## src/rtl/alu_iter_if.sv

```systemverilog
// Request/response bundle for the iterative ALU: operand handshake in,
// registered result plus flags out.
interface alu_iter_if #(
    parameter int WIDTH = 8
);
    logic             in_valid;
    logic             in_ready;
    logic [WIDTH-1:0] a;
    logic [WIDTH-1:0] b;
    logic [3:0]       alu_sel;
    logic             out_valid;
    logic             out_ready;
    logic [WIDTH-1:0] alu_out;
    logic             flag_c;
    logic             flag_z;
    logic             flag_n;
    logic             flag_v;

    modport master (
        output in_valid, a, b, alu_sel, out_ready,
        input  in_ready, out_valid, alu_out, flag_c, flag_z, flag_n, flag_v
    );

    modport slave (
        input  in_valid, a, b, alu_sel, out_ready,
        output in_ready, out_valid, alu_out, flag_c, flag_z, flag_n, flag_v
    );
endinterface

```

## src/rtl/alu_iter.sv

```systemverilog
// Valid/ready ALU: logic, add/sub and shifts finish in one cycle; multiply is
// a shift-add loop taking WIDTH cycles. Result and flags are registered.
module alu_iter #(
    parameter int WIDTH = 8
) (
    input  logic       clk,
    input  logic       rst_n,
    alu_iter_if.slave  bus
);
    localparam int CW = (WIDTH > 1) ? $clog2(WIDTH) : 1;

    typedef enum logic [0:0] {
        IDLE = 1'b0,
        MUL  = 1'b1
    } state_t;

    state_t             state_r;
    state_t             state_next_s;
    logic [CW-1:0]      cnt_r;
    logic [2*WIDTH-1:0] acc_r;
    logic [2*WIDTH-1:0] mcand_r;
    logic [WIDTH-1:0]   mplier_r;
    logic [2*WIDTH-1:0] acc_next_s;

    logic [WIDTH-1:0]   alu_out_r;
    logic               out_valid_r;
    logic               flag_c_r;
    logic               flag_z_r;
    logic               flag_n_r;
    logic               flag_v_r;

    logic               in_ready_s;
    logic               accept_s;
    logic               is_mul_s;
    logic               last_iter_s;

    logic [WIDTH:0]     sum_s;
    logic [WIDTH:0]     diff_s;
    logic [WIDTH:0]     shl_s;
    logic [WIDTH:0]     shr_s;
    logic [WIDTH-1:0]   res_s;
    logic               c_s;
    logic               v_s;

    assign in_ready_s  = (state_r == IDLE) && (!out_valid_r || bus.out_ready);
    assign accept_s    = bus.in_valid && in_ready_s;
    assign is_mul_s    = (bus.alu_sel == 4'b1010);
    assign last_iter_s = (state_r == MUL) && (cnt_r == CW'(WIDTH - 1));

    assign bus.in_ready  = in_ready_s;
    assign bus.out_valid = out_valid_r;
    assign bus.alu_out   = alu_out_r;
    assign bus.flag_c    = flag_c_r;
    assign bus.flag_z    = flag_z_r;
    assign bus.flag_n    = flag_n_r;
    assign bus.flag_v    = flag_v_r;

    // The extra bit in each shift holds the last bit pushed out (0 once b exceeds WIDTH).
    assign sum_s  = {1'b0, bus.a} + {1'b0, bus.b};
    assign diff_s = {1'b0, bus.a} - {1'b0, bus.b};
    assign shl_s  = {1'b0, bus.a} << bus.b;
    assign shr_s  = {bus.a, 1'b0} >> bus.b;

    assign acc_next_s = acc_r + (mplier_r[0] ? mcand_r : {(2*WIDTH){1'b0}});

    // Single-cycle result and carry/overflow selection.
    always_comb begin
        res_s = {WIDTH{1'b0}};
        c_s   = 1'b0;
        v_s   = 1'b0;
        case (bus.alu_sel)
            4'b0000: begin
                res_s = sum_s[WIDTH-1:0];
                c_s   = sum_s[WIDTH];
                v_s   = (bus.a[WIDTH-1] == bus.b[WIDTH-1]) && (sum_s[WIDTH-1] != bus.a[WIDTH-1]);
            end
            4'b0001: begin
                res_s = diff_s[WIDTH-1:0];
                c_s   = diff_s[WIDTH];
                v_s   = (bus.a[WIDTH-1] != bus.b[WIDTH-1]) && (diff_s[WIDTH-1] != bus.a[WIDTH-1]);
            end
            4'b0010: res_s = bus.a & bus.b;
            4'b0011: res_s = bus.a | bus.b;
            4'b0100: res_s = bus.a ^ bus.b;
            4'b0101: res_s = ~(bus.a & bus.b);
            4'b0110: res_s = ~(bus.a | bus.b);
            4'b0111: res_s = ~(bus.a ^ bus.b);
            4'b1000: begin
                res_s = shl_s[WIDTH-1:0];
                c_s   = shl_s[WIDTH];
            end
            4'b1001: begin
                res_s = shr_s[WIDTH:1];
                c_s   = shr_s[0];
            end
            default: begin
                res_s = {WIDTH{1'b0}};
                c_s   = 1'b0;
                v_s   = 1'b0;
            end
        endcase
    end

    // FSM next-state: only an accepted multiply leaves IDLE.
    always_comb begin
        state_next_s = state_r;
        case (state_r)
            IDLE: begin
                if (accept_s && is_mul_s) begin
                    state_next_s = MUL;
                end else begin
                    state_next_s = IDLE;
                end
            end
            MUL: begin
                if (last_iter_s) begin
                    state_next_s = IDLE;
                end else begin
                    state_next_s = MUL;
                end
            end
            default: state_next_s = IDLE;
        endcase
    end

    // FSM state register.
    always_ff @(posedge clk) begin
        if (!rst_n) begin
            state_r <= IDLE;
        end else begin
            state_r <= state_next_s;
        end
    end

    // Shift-add multiplier: one partial product per cycle while in MUL.
    always_ff @(posedge clk) begin
        if (!rst_n) begin
            cnt_r    <= {CW{1'b0}};
            acc_r    <= {(2*WIDTH){1'b0}};
            mcand_r  <= {(2*WIDTH){1'b0}};
            mplier_r <= {WIDTH{1'b0}};
        end else if (accept_s && is_mul_s) begin
            cnt_r    <= {CW{1'b0}};
            acc_r    <= {(2*WIDTH){1'b0}};
            mcand_r  <= {{WIDTH{1'b0}}, bus.a};
            mplier_r <= bus.b;
        end else if (state_r == MUL) begin
            cnt_r    <= cnt_r + CW'(1);
            acc_r    <= acc_next_s;
            mcand_r  <= mcand_r << 1;
            mplier_r <= mplier_r >> 1;
        end else begin
            cnt_r    <= cnt_r;
            acc_r    <= acc_r;
            mcand_r  <= mcand_r;
            mplier_r <= mplier_r;
        end
    end

    // Output register: load on single-cycle accept or final multiply step, hold under backpressure.
    always_ff @(posedge clk) begin
        if (!rst_n) begin
            out_valid_r <= 1'b0;
            alu_out_r   <= {WIDTH{1'b0}};
            flag_c_r    <= 1'b0;
            flag_z_r    <= 1'b0;
            flag_n_r    <= 1'b0;
            flag_v_r    <= 1'b0;
        end else if (accept_s && !is_mul_s) begin
            out_valid_r <= 1'b1;
            alu_out_r   <= res_s;
            flag_c_r    <= c_s;
            flag_z_r    <= (res_s == {WIDTH{1'b0}});
            flag_n_r    <= res_s[WIDTH-1];
            flag_v_r    <= v_s;
        end else if (last_iter_s) begin
            out_valid_r <= 1'b1;
            alu_out_r   <= acc_next_s[WIDTH-1:0];
            flag_c_r    <= (acc_next_s[2*WIDTH-1:WIDTH] != {WIDTH{1'b0}});
            flag_z_r    <= (acc_next_s[WIDTH-1:0] == {WIDTH{1'b0}});
            flag_n_r    <= acc_next_s[WIDTH-1];
            flag_v_r    <= 1'b0;
        end else if (out_valid_r && bus.out_ready) begin
            out_valid_r <= 1'b0;
            alu_out_r   <= alu_out_r;
            flag_c_r    <= flag_c_r;
            flag_z_r    <= flag_z_r;
            flag_n_r    <= flag_n_r;
            flag_v_r    <= flag_v_r;
        end else begin
            out_valid_r <= out_valid_r;
            alu_out_r   <= alu_out_r;
            flag_c_r    <= flag_c_r;
            flag_z_r    <= flag_z_r;
            flag_n_r    <= flag_n_r;
            flag_v_r    <= flag_v_r;
        end
    end
endmodule

```

## src/flat_wrapper.sv

```systemverilog
// flat-port wrapper written by rule: the top's interface ports become plain ports
module alu_iter_flat 
#(
    parameter int WIDTH = 8
)
  (clk, rst_n, bus_in_valid, bus_a, bus_b, bus_alu_sel, bus_out_ready, bus_in_ready, bus_out_valid, bus_alu_out, bus_flag_c, bus_flag_z, bus_flag_n, bus_flag_v);
  alu_iter_if #(.WIDTH(WIDTH)) bus_i ();
  input  logic clk;
  input  logic rst_n;
  input wire logic [$bits(bus_i.in_valid)-1:0] bus_in_valid;
  input wire logic [$bits(bus_i.a)-1:0] bus_a;
  input wire logic [$bits(bus_i.b)-1:0] bus_b;
  input wire logic [$bits(bus_i.alu_sel)-1:0] bus_alu_sel;
  input wire logic [$bits(bus_i.out_ready)-1:0] bus_out_ready;
  output wire logic [$bits(bus_i.in_ready)-1:0] bus_in_ready;
  output wire logic [$bits(bus_i.out_valid)-1:0] bus_out_valid;
  output wire logic [$bits(bus_i.alu_out)-1:0] bus_alu_out;
  output wire logic [$bits(bus_i.flag_c)-1:0] bus_flag_c;
  output wire logic [$bits(bus_i.flag_z)-1:0] bus_flag_z;
  output wire logic [$bits(bus_i.flag_n)-1:0] bus_flag_n;
  output wire logic [$bits(bus_i.flag_v)-1:0] bus_flag_v;
  assign bus_i.in_valid = bus_in_valid;
  assign bus_i.a = bus_a;
  assign bus_i.b = bus_b;
  assign bus_i.alu_sel = bus_alu_sel;
  assign bus_i.out_ready = bus_out_ready;
  assign bus_in_ready = bus_i.in_ready;
  assign bus_out_valid = bus_i.out_valid;
  assign bus_alu_out = bus_i.alu_out;
  assign bus_flag_c = bus_i.flag_c;
  assign bus_flag_z = bus_i.flag_z;
  assign bus_flag_n = bus_i.flag_n;
  assign bus_flag_v = bus_i.flag_v;
  alu_iter #(.WIDTH(WIDTH)) u_core (.clk(clk), .rst_n(rst_n), .bus(bus_i));
endmodule
```

## config.mk

```make
export PLATFORM = sky130hd
export DESIGN_NAME = alu_iter_flat
export DESIGN_NICKNAME = d
export VERILOG_FILES = /design/src/rtl/alu_iter_if.sv /design/src/rtl/alu_iter.sv /design/src/flat_wrapper.sv
export SDC_FILE = /design/constraint.sdc
export NUM_CORES = 1
export LEC_CHECK = 0
export BUFFER_PORTS_ARGS = -buffer_cell sky130_fd_sc_hd__buf_4
export CAP_MARGIN = 20
export CORE_UTILIZATION = 49
export CTS_CLUSTER_DIAMETER = 200
export DETAILED_ROUTE_END_ITERATION = 10
export PLACE_DENSITY = 0.67
export SLEW_MARGIN = 30
export SYNTH_ARGS = -nofsm -noshare
export SYNTH_HDL_FRONTEND = slang
export SYNTH_SLANG_ARGS = --single-unit
```

## constraint.sdc

```tcl
create_clock -name clk -period 4.9 [get_ports clk]
set_clock_uncertainty 0.05 [all_clocks]
set_input_delay 0.98 -clock clk [delete_from_list [all_inputs] [get_ports clk]]
set_output_delay 0.98 -clock clk [all_outputs]
set_load 0.02 [all_outputs]
```

==> qor.txt <==
CP Max Fanout: 17
Synth Flop Type: dfxtp_1
crit-path cells: and2_1 -> ha_1 -> inv_1 -> fa_1 -> nor2b_1 -> o211ai_1 -> a31oi_1 -> o22ai_1 -> xnor2_1 -> or4_1 -> nor4_1 -> a31oi_1
Area Growth Syn to Fin: 8.72%
antenna violations before repair: 0
clock buffer depth: 2
Syn Inst Count: 629
crit share post-route: 73.6%
largest net degree at the start of global routing: 53
crit end category: flop
CP startpoint kind: flop
post-synthesis async set-or-reset flop share: 0%
post-CTS setup buffers: 0
Mean Syn Cell Area: 7.96 um2
Root Driver: clkbuf_8
total number of vias: 4684
Worst EP required: 5050 ps
die width: 103 um
number of global-route vias before repair: 4193
post-synthesis net count: 697
Synth Warn #: 0
mapped cell area: 5010 um2
starting density of the core: 51.0%
layout net count: 703
PwrDens: 196 nW/um2
Most common cell on crit path: a31oi_1
layout cells sized above 1: 11.5%
multiplexer area fraction after synthesis: 12.2%
non-filler cells, final: 769
CTS tree: yes
clock-pin slew on the worst setup and hold paths: 110 ps
post-CTS sizing: 0
# DRC: 0
Max Freq: 277 MHz
die height: 103 um
Synth Area in Compound Gates: 25.8%
Post-Place Cells: 761
Netlist cell types: 70
clock sinks: 56
status: finished clean
Ant. Diodes: 0
WHS: 421 ps
port bufs: 37
largest cells by area after synthesis: dfxtp_1 (22%), ha_1 (10%), mux2i_1 (6.8%), mux4_2 (4.9%), nor2_1 (4.4%)
top cells by count, synth: nor2_1 (59), dfxtp_1 (56), nand2_1 (48)
crit path max-delay cell type: dfxtp_1
Clock H-tree levels: 2
Num CTS Buffers: 5
vias per std cell: 6.09
Post-DRT Antenna Nets: 0
sequential-to-total area share from yosys stat: 22.4%
Die ar.: 10600 um2
Final setup viols: 0
unrepaired setup endpoints after global routing: false
crit path kind: reg -> reg
number of cell rows: 36
simple-gate share of the synthesized area: 19.8%
Leak Pwr: 2.19 nW
Setup TNS: 0 ps
Fin. Hold Viols: 0
Post-Synth XOR/XNOR Area: 2.62%
Worst EP arrival: 3760 ps
shortest period the worst path allows: 3610 ps
Least-Margin Pin Slew: 849 ps
Yosys top cell area share: 22.4%
post-DR wirelength/cell: 17.8 um
CORE AREA: 9820 um2
Starting DRT DRC Count: 253
Slew Viols, Final: 0
top-count cell post-synth: nor2_1
# Max-Cap Violations: 0
First-pass DRT Iterations: 5
clock latency on the worst-skew pair: 310 ps
Min-Delay Path Class: reg -> reg
# hold bufs at CTS: 0
first-pass GRT wire length: 21900 um
Slew Limit Headroom: 43.2%
GPL Wtd Cong: 0.987
synthesized flop and latch total: 56
Ports: 38
GRT Util Overall: 26.6%
largest family of logic cells by synthesized area: compound AO/OA/AOI/OAI gates
EDFF count, synth: 0
Synth area leader: dfxtp_1
peak supply drop: 159 uV
final wirelength: 13700 um
post-synthesis adder-cell area fraction: 11.4%
max incr delay on CP: 640 ps
DP HPWL: 10300 um
Overflow after GRT: 0
==> layer usage <==
metal,wire (um),GRT usage [%],vias to the layer above
met5,0,0,-
met4,160,5.31,0
met3,1060,5.36,14
met2,5850,39.6,165
met1,6590,39.5,2200
li1,-,-,2305
==> cells in the final DEF, fill, tap and decap left out, types with 13 or more instances in the layout <==
master,netlist,routed
dfxtp_1,56,55
mux2i_1,34,34
ha_1,41,41
nor2_1,59,59
xnor2_1,13,13
a21boi_0,15,15
a22oi_1,20,20
a21oi_1,41,41
inv_1,31,31
and2_1,21,21
buf_4,1,41
nand2_1,48,48
o21ai_0,42,42
nor2b_1,13,13
==> power by group <==
part	leakage [nW]	internal [mW]	switching, mW	total (mW)
sequential	0.454	0.465	0.00662	0.471
combinational	1.68	0.114	0.173	0.287
clock	0.0541	0.152	0.156	0.308
==> critical path, delay by kind of cell (launching register included) <==
family / cells / cell delay, ps
AND/OR/NAND/NOR: 4 / 1190
AO/OA/AOI/OAI: 4 / 770
flip-flops: 1 / 640
adder cells (fa/ha/maj): 2 / 610
XOR/XNOR: 1 / 180
buffers and inverters: 1 / 60
==> metrics by stage <==
stage               power, mW  setup slack, ps  util, %  instance area (um2)
global placement        0.759             1150     54.2                 5320
detailed placement      0.764             1080     54.2                 5330
finish                   1.07             1290     55.4                 5440
floorplan               0.673             1110        -                 5010
CTS                      1.07             1270     55.4                 5440
global route             1.12              948     55.4                 5440
==> state kept, by name (all words and copies together) (netlist names) <==
signal,flops
u_core.bus.flag_n,1
u_core.acc_r,16
u_core.bus.alu_out,7
u_core.bus.flag_v,1
u_core.state_r,1
u_core.mcand_r,16
u_core.mplier_r,8
u_core.bus.flag_z,1
u_core.bus.out_valid,1
u_core.bus.flag_c,1
u_core.cnt_r,3
==> layout make-up <==
type | count | area (um2)
fillers | 958 | 4380
repair buffers | 41 | 308
flip-flops and latches | 56 | 1120
clock buffers | 5 | 68.8
inverters | 32 | 120
well taps | 133 | 166
multi-input cells | 499 | 3620
clock inverters | 3 | 42.5
==> kinds of logic after synthesis <==
| family | after synthesis |
|---|---|
| AO/OA/AOI/OAI | 194 |
| XOR/XNOR | 15 |
| adder cells (fa/ha/maj) | 44 |
| buffers and inverters | 74 |
| flip-flops | 56 |
| multiplexers | 47 |
| AND/OR/NAND/NOR | 199 |
==> final timing paths <==
check | from | to | slack (ps) | cells past startpoint
max | u_core.mplier_r[0]$_SDFFE_PN0P_ | u_core.bus.flag_c$_SDFFE_PN0P_ | 1290 | 12
min | u_core.mplier_r[1]$_SDFFE_PN0P_ | u_core.mplier_r[1]$_SDFFE_PN0P_ | 420 | 2
max reg2reg | u_core.mplier_r[0]$_SDFFE_PN0P_ | u_core.bus.flag_c$_SDFFE_PN0P_ | 1290 | 12
min reg2reg | u_core.mplier_r[1]$_SDFFE_PN0P_ | u_core.mplier_r[1]$_SDFFE_PN0P_ | 420 | 2
Note: power is estimated with default switching activity, not from simulation.
